--- config.mk ---
export PLATFORM = sky130hd
export DESIGN_NAME = decrypted_write_buffer
export DESIGN_NICKNAME = d
export VERILOG_FILES = /design/src/rtl/decrypt_pkg.sv /design/src/rtl/decrypted_write_buffer_sync_fifo.sv /design/src/rtl/decrypted_write_buffer.sv
export SDC_FILE = /design/constraint.sdc
export NUM_CORES = 1
export LEC_CHECK = 0
export ABC_AREA = 1
export BUFFER_PORTS_ARGS = -buffer_cell sky130_fd_sc_hd__buf_2
export CORE_MARGIN = 4
export CORE_UTILIZATION = 25
export DETAILED_ROUTE_END_ITERATION = 10
export PLACE_DENSITY = 0.43
export SYNTH_ARGS = -nofsm -noshare
export SYNTH_HDL_FRONTEND = slang
export SYNTH_HIERARCHICAL = 1
export SYNTH_SLANG_ARGS = --single-unit
--- constraint.sdc ---
create_clock -name i_clk -period 2.9 [get_ports i_clk]
set_input_delay 0.29 -clock i_clk [delete_from_list [all_inputs] [get_ports i_clk]]
set_output_delay 0.29 -clock i_clk [all_outputs]
set_load 0.02 [all_outputs]
--- src/rtl/decrypt_pkg.sv ---
// decrypt_pkg: shared image geometry, pixel type and write-buffer entry layout
// for the decrypted-image path.
// No ports; imported by sync_fifo and decrypted_write_buffer.
package decrypt_pkg;

  localparam int unsigned IMG_WIDTH   = 160;
  localparam int unsigned IMG_HEIGHT  = 120;
  localparam int unsigned PIXEL_COUNT = IMG_WIDTH * IMG_HEIGHT;
  localparam int unsigned PIXEL_W     = 8;
  localparam int unsigned ADDR_W      = 15;

  typedef logic [PIXEL_W-1:0] pixel_t;

  // One buffered store: pixel RAM address plus pixel value
  typedef struct packed {
    logic [ADDR_W-1:0] address;
    pixel_t            pixel;
  } wbuf_entry_t;

endpackage : decrypt_pkg

--- src/rtl/decrypted_write_buffer_sync_fifo.sv ---
// sync_fifo: single-clock FIFO of DEPTH entries of type entry_t.
// Ports:
//   i_clk, i_rst    clock, synchronous active-high reset
//   i_push, i_data  write request / tail data (ignored while full)
//   i_pop           read request (ignored while empty)
//   o_data          head entry, valid while !o_empty
//   o_count         occupancy 0..DEPTH
//   o_full, o_empty status decoded from the registered count
module sync_fifo
  import decrypt_pkg::*;
#(
  parameter int unsigned DEPTH   = 4,
  parameter type         entry_t = wbuf_entry_t
) (
  input  logic                       i_clk,
  input  logic                       i_rst,
  input  logic                       i_push,
  input  entry_t                     i_data,
  input  logic                       i_pop,
  output entry_t                     o_data,
  output logic [$clog2(DEPTH+1)-1:0] o_count,
  output logic                       o_full,
  output logic                       o_empty
);

  localparam int unsigned PW = $clog2(DEPTH);
  localparam int unsigned CW = $clog2(DEPTH + 1);

  entry_t          r_mem [DEPTH];
  logic [PW-1:0]   r_wr_ptr;
  logic [PW-1:0]   r_rd_ptr;
  logic [CW-1:0]   r_count;

  logic w_do_push;
  logic w_do_pop;

  // A pop never frees a slot for a same-cycle push when full
  assign w_do_push = i_push && (r_count != CW'(DEPTH));
  assign w_do_pop  = i_pop  && (r_count != CW'(0));

  // Pointer and occupancy tracking; pointers wrap since DEPTH is a power of two
  always_ff @(posedge i_clk) begin
    if (i_rst) begin
      r_wr_ptr <= '0;
      r_rd_ptr <= '0;
      r_count  <= '0;
    end else begin
      if (w_do_push) r_wr_ptr <= r_wr_ptr + PW'(1);
      if (w_do_pop)  r_rd_ptr <= r_rd_ptr + PW'(1);
      case ({w_do_push, w_do_pop})
        2'b10:   r_count <= r_count + CW'(1);
        2'b01:   r_count <= r_count - CW'(1);
        default: r_count <= r_count;
      endcase
    end
  end

  // Storage array, no reset needed: contents are qualified by r_count
  always_ff @(posedge i_clk) begin
    if (w_do_push) r_mem[r_wr_ptr] <= i_data;
  end

  assign o_data  = r_mem[r_rd_ptr];
  assign o_count = r_count;
  assign o_full  = (r_count == CW'(DEPTH));
  assign o_empty = (r_count == CW'(0));

endmodule : sync_fifo

--- src/rtl/decrypted_write_buffer.sv ---
// decrypted_write_buffer: buffers decoder pixel stores and drains them into the
// single-port pixel RAM whenever the display reader is not using it.
// Ports:
//   i_clk, i_rst      clock, synchronous active-high reset
//   i_wr_en           store enable from the address decoder
//   i_wr_address      pixel index (sampled only when i_wr_en=1)
//   i_wr_data         store data, bits [7:0] are the pixel
//   o_stall           buffer full, core must hold the store
//   i_mem_busy        display reader owns the RAM (sampled at the pop edge)
//   o_mem_we          registered RAM write strobe, one cycle per pixel
//   o_mem_address     registered RAM address
//   o_mem_data        registered pixel value
//   o_error           sticky out-of-range flag
// Build option: DECRYPTED_BOUNDS_CHECK_EN drops stores with address >= PIXEL_COUNT
// and raises o_error; when undefined, addresses are truncated and o_error is 0.
module decrypted_write_buffer
  import decrypt_pkg::*;
#(
  parameter int unsigned N     = 32,
  parameter int unsigned AW    = ADDR_W,
  parameter int unsigned DEPTH = 4
) (
  input  logic          i_clk,
  input  logic          i_rst,
  input  logic          i_wr_en,
  input  logic [N-1:0]  i_wr_address,
  input  logic [N-1:0]  i_wr_data,
  output logic          o_stall,
  input  logic          i_mem_busy,
  output logic          o_mem_we,
  output logic [AW-1:0] o_mem_address,
  output logic [7:0]    o_mem_data,
  output logic          o_error
);

  localparam int unsigned CW = $clog2(DEPTH + 1);

  wbuf_entry_t    w_in_entry;
  wbuf_entry_t    w_head;
  logic [CW-1:0]  w_unused_count;
  logic           w_full;
  logic           w_empty;
  logic           w_in_range;
  logic           w_push;
  logic           w_pop;
  logic           w_unused;

  logic           r_mem_we;
  logic [AW-1:0]  r_mem_address;
  pixel_t         r_mem_data;
  logic           r_error;

  assign w_in_entry.address = i_wr_address[ADDR_W-1:0];
  assign w_in_entry.pixel   = i_wr_data[PIXEL_W-1:0];

`ifdef DECRYPTED_BOUNDS_CHECK_EN
  assign w_in_range = (i_wr_address < N'(PIXEL_COUNT));
`else
  assign w_in_range = 1'b1;
`endif

  // Full-cycle stores are held by the core, so only non-full cycles count
  assign w_push = i_wr_en && !w_full && w_in_range;
  assign w_pop  = !w_empty && !i_mem_busy;

  // Upper data/address bits are intentionally discarded
  assign w_unused = ^{i_wr_data[N-1:PIXEL_W], i_wr_address[N-1:ADDR_W], w_unused_count};

  sync_fifo #(
    .DEPTH   (DEPTH),
    .entry_t (wbuf_entry_t)
  ) u_fifo (
    .i_clk   (i_clk),
    .i_rst   (i_rst),
    .i_push  (w_push),
    .i_data  (w_in_entry),
    .i_pop   (w_pop),
    .o_data  (w_head),
    .o_count (w_unused_count),
    .o_full  (w_full),
    .o_empty (w_empty)
  );

  // Strobe stage: head entry registered toward the RAM on each pop
  always_ff @(posedge i_clk) begin
    if (i_rst) begin
      r_mem_we      <= 1'b0;
      r_mem_address <= '0;
      r_mem_data    <= '0;
    end else begin
      r_mem_we <= w_pop;
      if (w_pop) begin
        r_mem_address <= AW'(w_head.address);
        r_mem_data    <= w_head.pixel;
      end
    end
  end

  // Sticky out-of-range flag
`ifdef DECRYPTED_BOUNDS_CHECK_EN
  always_ff @(posedge i_clk) begin
    if (i_rst) begin
      r_error <= 1'b0;
    end else if (i_wr_en && !w_full && !w_in_range) begin
      r_error <= 1'b1;
    end
  end
`else
  assign r_error = 1'b0;
`endif

  assign o_stall       = w_full;
  assign o_mem_we      = r_mem_we;
  assign o_mem_address = r_mem_address;
  assign o_mem_data    = r_mem_data;
  assign o_error       = r_error;

endmodule : decrypted_write_buffer

# After elaboration in Yosys (flattened, before gate mapping)
# Memory sizes are Yosys's and may differ from the RTL's. A register that Yosys moved wholly into a read port is not among the register bits.
# Index checks and enable logic that the tools add are counted.
dict set report totals {
  regBits 8
  ram_bits 92
  word_cells 26
  n_memories 1
}
dict set report classes {
  n_addsub 4
  n_eq_ne 4
  muxes 3
  reduce_logical 10
}
# name depth width read_ports rd_clocked_by_memory_dff wr line
set mem_list {}
lappend mem_list {u_fifo.r_mem 4 23 1 1 1 decrypted_write_buffer_sync_fifo.sv:29} ;# entry_t r_mem [DEPTH];
# operator n
set ops {}
lappend ops {{3-bit case mux with 2 select lines} 1}
lappend ops {{2-bit by 1-bit adder with 2-bit output, second input constant} 2}
lappend ops {{1-bit logical AND} 4}
lappend ops {{3-bit by 1-bit adder with 3-bit output, second input constant} 1}
lappend ops {{3-bit equality test, second input constant} 1}
lappend ops {{1-bit zero test} 3}
lappend ops {{3-bit zero test} 1}
lappend ops {{3-bit != test, second input constant} 1}
lappend ops {{3-bit nonzero test} 1}
lappend ops {{3-bit by 1-bit subtractor with 3-bit output, second input constant} 1}
lappend ops {{2-bit by 1-bit equality test with 1-bit output, second input constant} 1}
lappend ops {{2-bit equality test, second input constant} 1}
lappend ops {{1-bit 2-to-1 mux} 2}
lappend ops {{2-bit nonzero test} 1}

# Longest topological paths before layout
dict set report depth {
  depth_word 6
  mapped_depth 17
  depth_no_buf 15
}

# Cells and area by module
# The synthesis kept the hierarchy.
# module instances cells_each area_per_inst_um2 seq_area_each_um2
set modules_own_cells {}
lappend modules_own_cells {sync_fifo 1 292 3931.3 2942.8}
lappend modules_own_cells {decrypted_write_buffer 1 153 1006.0 480.5}

# Least setup slack after synthesis
# OpenSTA, ideal clock, no wires.
dict set report synth_path {
  kind {register to register}
  start {register u_fifo.r_count[1] (netlist: u_fifo/o_count[1])}
  end {memory u_fifo/r_mem[0][0] in the netlist's numbering (enable)}
  setup_time_ns 0.403
  arrival_time_ns 1.963
  t_required_ns 2.497
  setup_slack_ns 0.534
  path_stages_with_launch 7
  path_buffers 0
  synth_period_minus_slack_ns 2.366
  path_cell_list {dfxtp_1 nor2_2 nand2_2 inv_1 nor2_1 nand2_4 nor2_1}
}
dict set report synth_between {
  elab_chain_cells 6
  elab_cells_between_ends 7
  cone_classes {eq/ne (2); mux (2); reduce/logical (3)}
}
# item line
set synth_lines {}
lappend synth_lines {{start: declaration} decrypted_write_buffer_sync_fifo.sv:32} ;# logic [CW-1:0] r_count;
lappend synth_lines {{start signal: assignment} decrypted_write_buffer_sync_fifo.sv:51} ;# 2'b10: r_count <= r_count + CW'(1);
lappend synth_lines {{start signal: assignment} decrypted_write_buffer_sync_fifo.sv:52} ;# 2'b01: r_count <= r_count - CW'(1);
lappend synth_lines {{start signal: assignment} decrypted_write_buffer_sync_fifo.sv:53} ;# default: r_count <= r_count;
lappend synth_lines {{3-bit equality test} decrypted_write_buffer_sync_fifo.sv:65} ;# assign o_full = (r_count == CW'(DEPTH));
lappend synth_lines {{named net o_stall} decrypted_write_buffer.sv:28} ;# output logic o_stall,
lappend synth_lines {{1-bit zero test} decrypted_write_buffer.sv:63} ;# assign w_push = i_wr_en && !w_full && w_in_range;
lappend synth_lines {{1-bit logical AND} decrypted_write_buffer.sv:63}
lappend synth_lines {{named net w_push} decrypted_write_buffer.sv:44} ;# logic w_push;
lappend synth_lines {{1-bit logical AND} decrypted_write_buffer_sync_fifo.sv:38} ;# assign w_do_push = i_push && (r_count != CW'(DEPTH));
lappend synth_lines {{1-bit 2-to-1 mux} decrypted_write_buffer_sync_fifo.sv:60} ;# if (w_do_push) r_mem[r_wr_ptr] <= i_data;
lappend synth_lines {{1-bit 2-to-1 mux (not written as such)} decrypted_write_buffer_sync_fifo.sv:60}
lappend synth_lines {{end: declaration} decrypted_write_buffer_sync_fifo.sv:29}
# The timed path passes the listed nets, and every way through them passes these cells.

# Final worst setup path
dict set report layout_path {
  start {register u_fifo.r_count[1] (netlist: u_fifo/o_count[1])}
  end {register u_fifo.r_count[2] (netlist: u_fifo/o_count[2])}
}
dict set report layout_between {
  elab_chain_cells 6
  elab_cells_between_ends 16
  cone_classes {add/sub (2); eq/ne (4); mux (1); reduce/logical (9)}
}
# item line
set layout_lines {}
lappend layout_lines {{3-bit zero test (*)} decrypted_write_buffer_sync_fifo.sv:66} ;# assign o_empty = (r_count == CW'(0));
lappend layout_lines {{named net w_empty} decrypted_write_buffer.sv:42} ;# logic w_empty;
lappend layout_lines {{1-bit zero test (*)} decrypted_write_buffer.sv:64} ;# assign w_pop = !w_empty && !i_mem_busy;
lappend layout_lines {{1-bit logical AND (*)} decrypted_write_buffer.sv:64}
lappend layout_lines {{1-bit logical AND (*)} decrypted_write_buffer_sync_fifo.sv:39} ;# assign w_do_pop = i_pop && (r_count != CW'(0));
lappend layout_lines {{named net u_fifo.w_do_pop} decrypted_write_buffer_sync_fifo.sv:35} ;# logic w_do_pop;
lappend layout_lines {{2-bit by 1-bit equality test with 1-bit output / 2-bit equality test (equally long branches)} decrypted_write_buffer_sync_fifo.sv:50} ;# case ({w_do_push, w_do_pop})
lappend layout_lines {{3-bit case mux with 2 select lines / 2-bit nonzero test (equally long branches)} n/a}
# Mark *: on every way through the listed nets, which the timed path passes. The rest lies on a longest branch.
# A chain may end at the register's enable or synchronous reset.

==> results by group <==
Outcome
  • Status: finished, final reports clean

Final layout
  • Share of cells above drive strength 1: 0.1981
  • Final Util: 0.3095
  • Syn-to-layout area delta: 22.02%
  • Antenna cells: 0
  • Filler Cell Count: 2,005
  • Nets: 576
  • Post-route cell area: 6025 sq um

Setup path
  • Setup CP Type: register to register
  • Worst path arrival time: 2300 ps
  • Crit-path cells: nor2_2, nand2_1, inv_1, nor2_4, nand2_1, inv_1, ha_1, inv_1, fa_1, inv_1, nand2_1, nand3_1, nand2_1, nand2_1, nor2_1
  • Critical path startpoint category: register
  • CP most frequent cell: nand2_1
  • Worst Setup SP: u_fifo/o_count[1]$_SDFFE_PP0P_
  • Max FO, Critical Path: 4
  • Worst EP required: 3200 ps
  • Critical R2R Capture: u_fifo/o_count[2]$_SDFFE_PP0P_
  • Critical Path Max Stage Delay: 380 ps
  • Worst R2R Setup Slack: 900 ps
  • Crit end category: register
  • Critical R2R Launch: u_fifo/o_count[1]$_SDFFE_PP0P_
  • Critical Path End: u_fifo/o_count[2]$_SDFFE_PP0P_
  • R2r worst-path depth: 15
  • CP max-delay cell: fa_1

Worst hold path
  • Hold Path Depth: 1
  • Worst min path class: input port to register

Place
  • Placed Area: 5436 sq um
  • Hpwl dp: 6.789 mm
  • Dpl ws: 931.3 ps
  • Gpl congestion: 0.7149
  • Port bufs: 51

Drt
  • DR vias: 3,174
  • Initial DRC count: 180
  • Via density per instance: 4.069
  • WL/cell: 14.17 um
  • Drt pass-1 iters: 4
  • Final WL: 11.05 mm
  • ANT nets after route: 0
  • Residual DRC count: 0

Timing
  • Max Clk Rate: 499.9 MHz
  • Slew Limit Fails: 0
  • RSZ-0062 raised after global routing: no
  • Tmin final: 2000 ps
  • Final WS setup: 899.6 ps
  • Setup Skew: 7.220 ps
  • Worst Max-Slew Pin Slew: 761.5 ps
  • Fin Setup TNS: 0 ps
  • Finish-stage setup viols: 0
  • Final Cycle Share: 0.6898
  • Worst slew margin: 0.4918
  • Final-report hold violation count: 0

Clocking
  • Clock network latency to the later pin of the worst-skew pair: 400 ps
  • CTS buffer count: 17
  • Clock Sinks: 125
  • TritonCTS clock tree: yes
  • CTS max path bufs: 2
  • Clock slew seen by the registers of the worst setup and hold paths: 60 ps
  • Post_cts resized: 0
  • Root Buffer: clkbuf_16
  • H-Tree Depth: 4
  • CTS Hold Bufs: 0
  • Post-CTS Setup Inserts: 0

Power
  • Cell Pwr Density: 953.1 nW/um^2
  • Worst IR Drop VDD: 0.0003238 V
  • Static Leakage: 0.002384 uW

Run
  • Max cap viols: 0

Die
  • Core area: 19,460 sq um
  • Die area: 22,060 sq um
  • Initial Utilization: 0.2537
  • Die Span Y: 148.5 um
  • Die W: 148.5 um
  • Ports: 94
  • Rows: 51

Yosys
  • FF+latch count, synth: 125
  • Cell Area, Synth: 4937 sq um
  • Yosys top cell area share: 0.5596
  • Syn_area_per_cell: 11.09 sq um
  • Syn. warnings: 6
  • Top cells by area, synth: edfxtp_1 56%, dfxtp_1 13%, nor2_1 7.7%
  • Unique masters post-synth: 23
  • Synth area leader: edfxtp_1
  • Syn Inst Count: 445
  • Sequential share of the synthesized area: 0.6934
  • Syn nets: 519

Global route
  • Grt ovf: 0
  • Antenna violations before repair: 4
  • First-pass GRT wire length: 16.97 mm
  • Pin count of the biggest net entering global routing: 49
  • Vias in the first global route: 3,066
  • Total GRT Usage: 0.1013
==> power breakdown <==
group          internal, uW  leakage, uW  switching [uW]
combinational           416     0.000988             927
sequential             2210      0.00112             123
clock                  1280     0.000281             786
==> layout make-up <==
type | count | area, sq um | share of cell area
multi-input cells | 254 | 1177 | 0.1954
clock inverters | 15 | 162.7 | 0.02700
clock buffers | 17 | 425.4 | 0.07061
repair buffers | 59 | 327.8 | 0.05441
inverters | 45 | 176.4 | 0.02928
flip-flops and latches | 125 | 3423 | 0.5682
well taps | 265 | 331.6 | 0.05504
==> kinds of logic after synthesis <==
| kind of cell | synth area share |
|---|---|
| buf+inv | 0.07121 |
| other cells | 0.0007595 |
| fa+ha+maj | 0.01673 |
| compound gates | 0.08287 |
| simple gates | 0.1351 |
| flops | 0.6934 |
==> metal layers <==
| metal | global-route usage | part of all wire |
|---|---|---|
| met3 | 0.03291 | 0.052 |
| met1 | 0.1292 | 0.47 |
| met2 | 0.1625 | 0.46 |
| met5 | 0 | 0.0043 |
| met4 | 0.03464 | 0.010 |
==> registers in the layout, summed over array words and instances, names as in the netlist, named ones only <==
register	count
o_mem_data	8
u_fifo/r_rd_ptr	2
o_mem_we	1
o_mem_address	15
u_fifo/o_count	3
u_fifo/r_mem	92
u_fifo/r_wr_ptr	2
==> worst min-delay path by stage <==
stage,slack (ps),startpoint,end
floorplan,360,i_rst,u_fifo/r_wr_ptr[0]$_SDFFE_PP0P_
global placement,460,o_mem_address[2]$_SDFFE_PP0P_,o_mem_address[2]$_SDFFE_PP0P_
detailed placement,470,o_mem_address[2]$_SDFFE_PP0P_,o_mem_address[2]$_SDFFE_PP0P_
CTS,80,i_wr_address[12],u_fifo/r_mem[3][20]$_DFFE_PP_
global route,90,i_wr_address[1],u_fifo/r_mem[1][9]$_DFFE_PP_
finish,100,i_wr_data[5],u_fifo/r_mem[2][5]$_DFFE_PP_
==> per-stage QoR <==
stage | hold WS, ps | total power (uW) | std cells
floorplan | 359.1 | 3358 | 445
global placement | 462.4 | 3708 | 748
detailed placement | 467.2 | 3742 | 748
CTS | 75.73 | 5834 | 780
global route | 88.78 | 6107 | 780
finish | 99.23 | 5742 | 780
==> critical path: cells and delay by family (launching register included) <==
kind	cells	cell delay [ps]
and+or+nand+nor	9	650
buffers and inverters	4	340
DFF	1	360
adders and majority gates	2	550
==> cells in the final DEF, fill, tap and decap left out, drive strengths merged <==
| master | n |
|---|---|
| clkbuf | 17 |
| ha | 5 |
| nor2 | 104 |
| conb | 1 |
| a21oi | 5 |
| o22ai | 23 |
| nand2 | 61 |
| fa | 1 |
| clkinv | 5 |
| nor3 | 1 |
| clkinvlp | 3 |
| buf | 59 |
| dfxtp | 33 |
| edfxtp | 92 |
| nand3 | 5 |
| inv | 50 |
| bufinv | 2 |
| o21ai | 48 |
==> cell usage after synthesis <==
library cell / n
a21oi_1: 5
buf_2: 7
buf_4: 3
buf_6: 10
clkbuf_2: 1
conb_1: 1
dfxtp_1: 33
edfxtp_1: 92
fa_1: 1
ha_1: 5
inv_1: 43
inv_2: 1
inv_8: 1
nand2_1: 59
nand2_2: 1
nand2_4: 1
nand3_1: 5
nor2_1: 101
nor2_2: 3
nor3_1: 1
o21ai_0: 31
o21ai_1: 17
o22ai_1: 23
No activity file was read; power rests on OpenSTA's default activity.
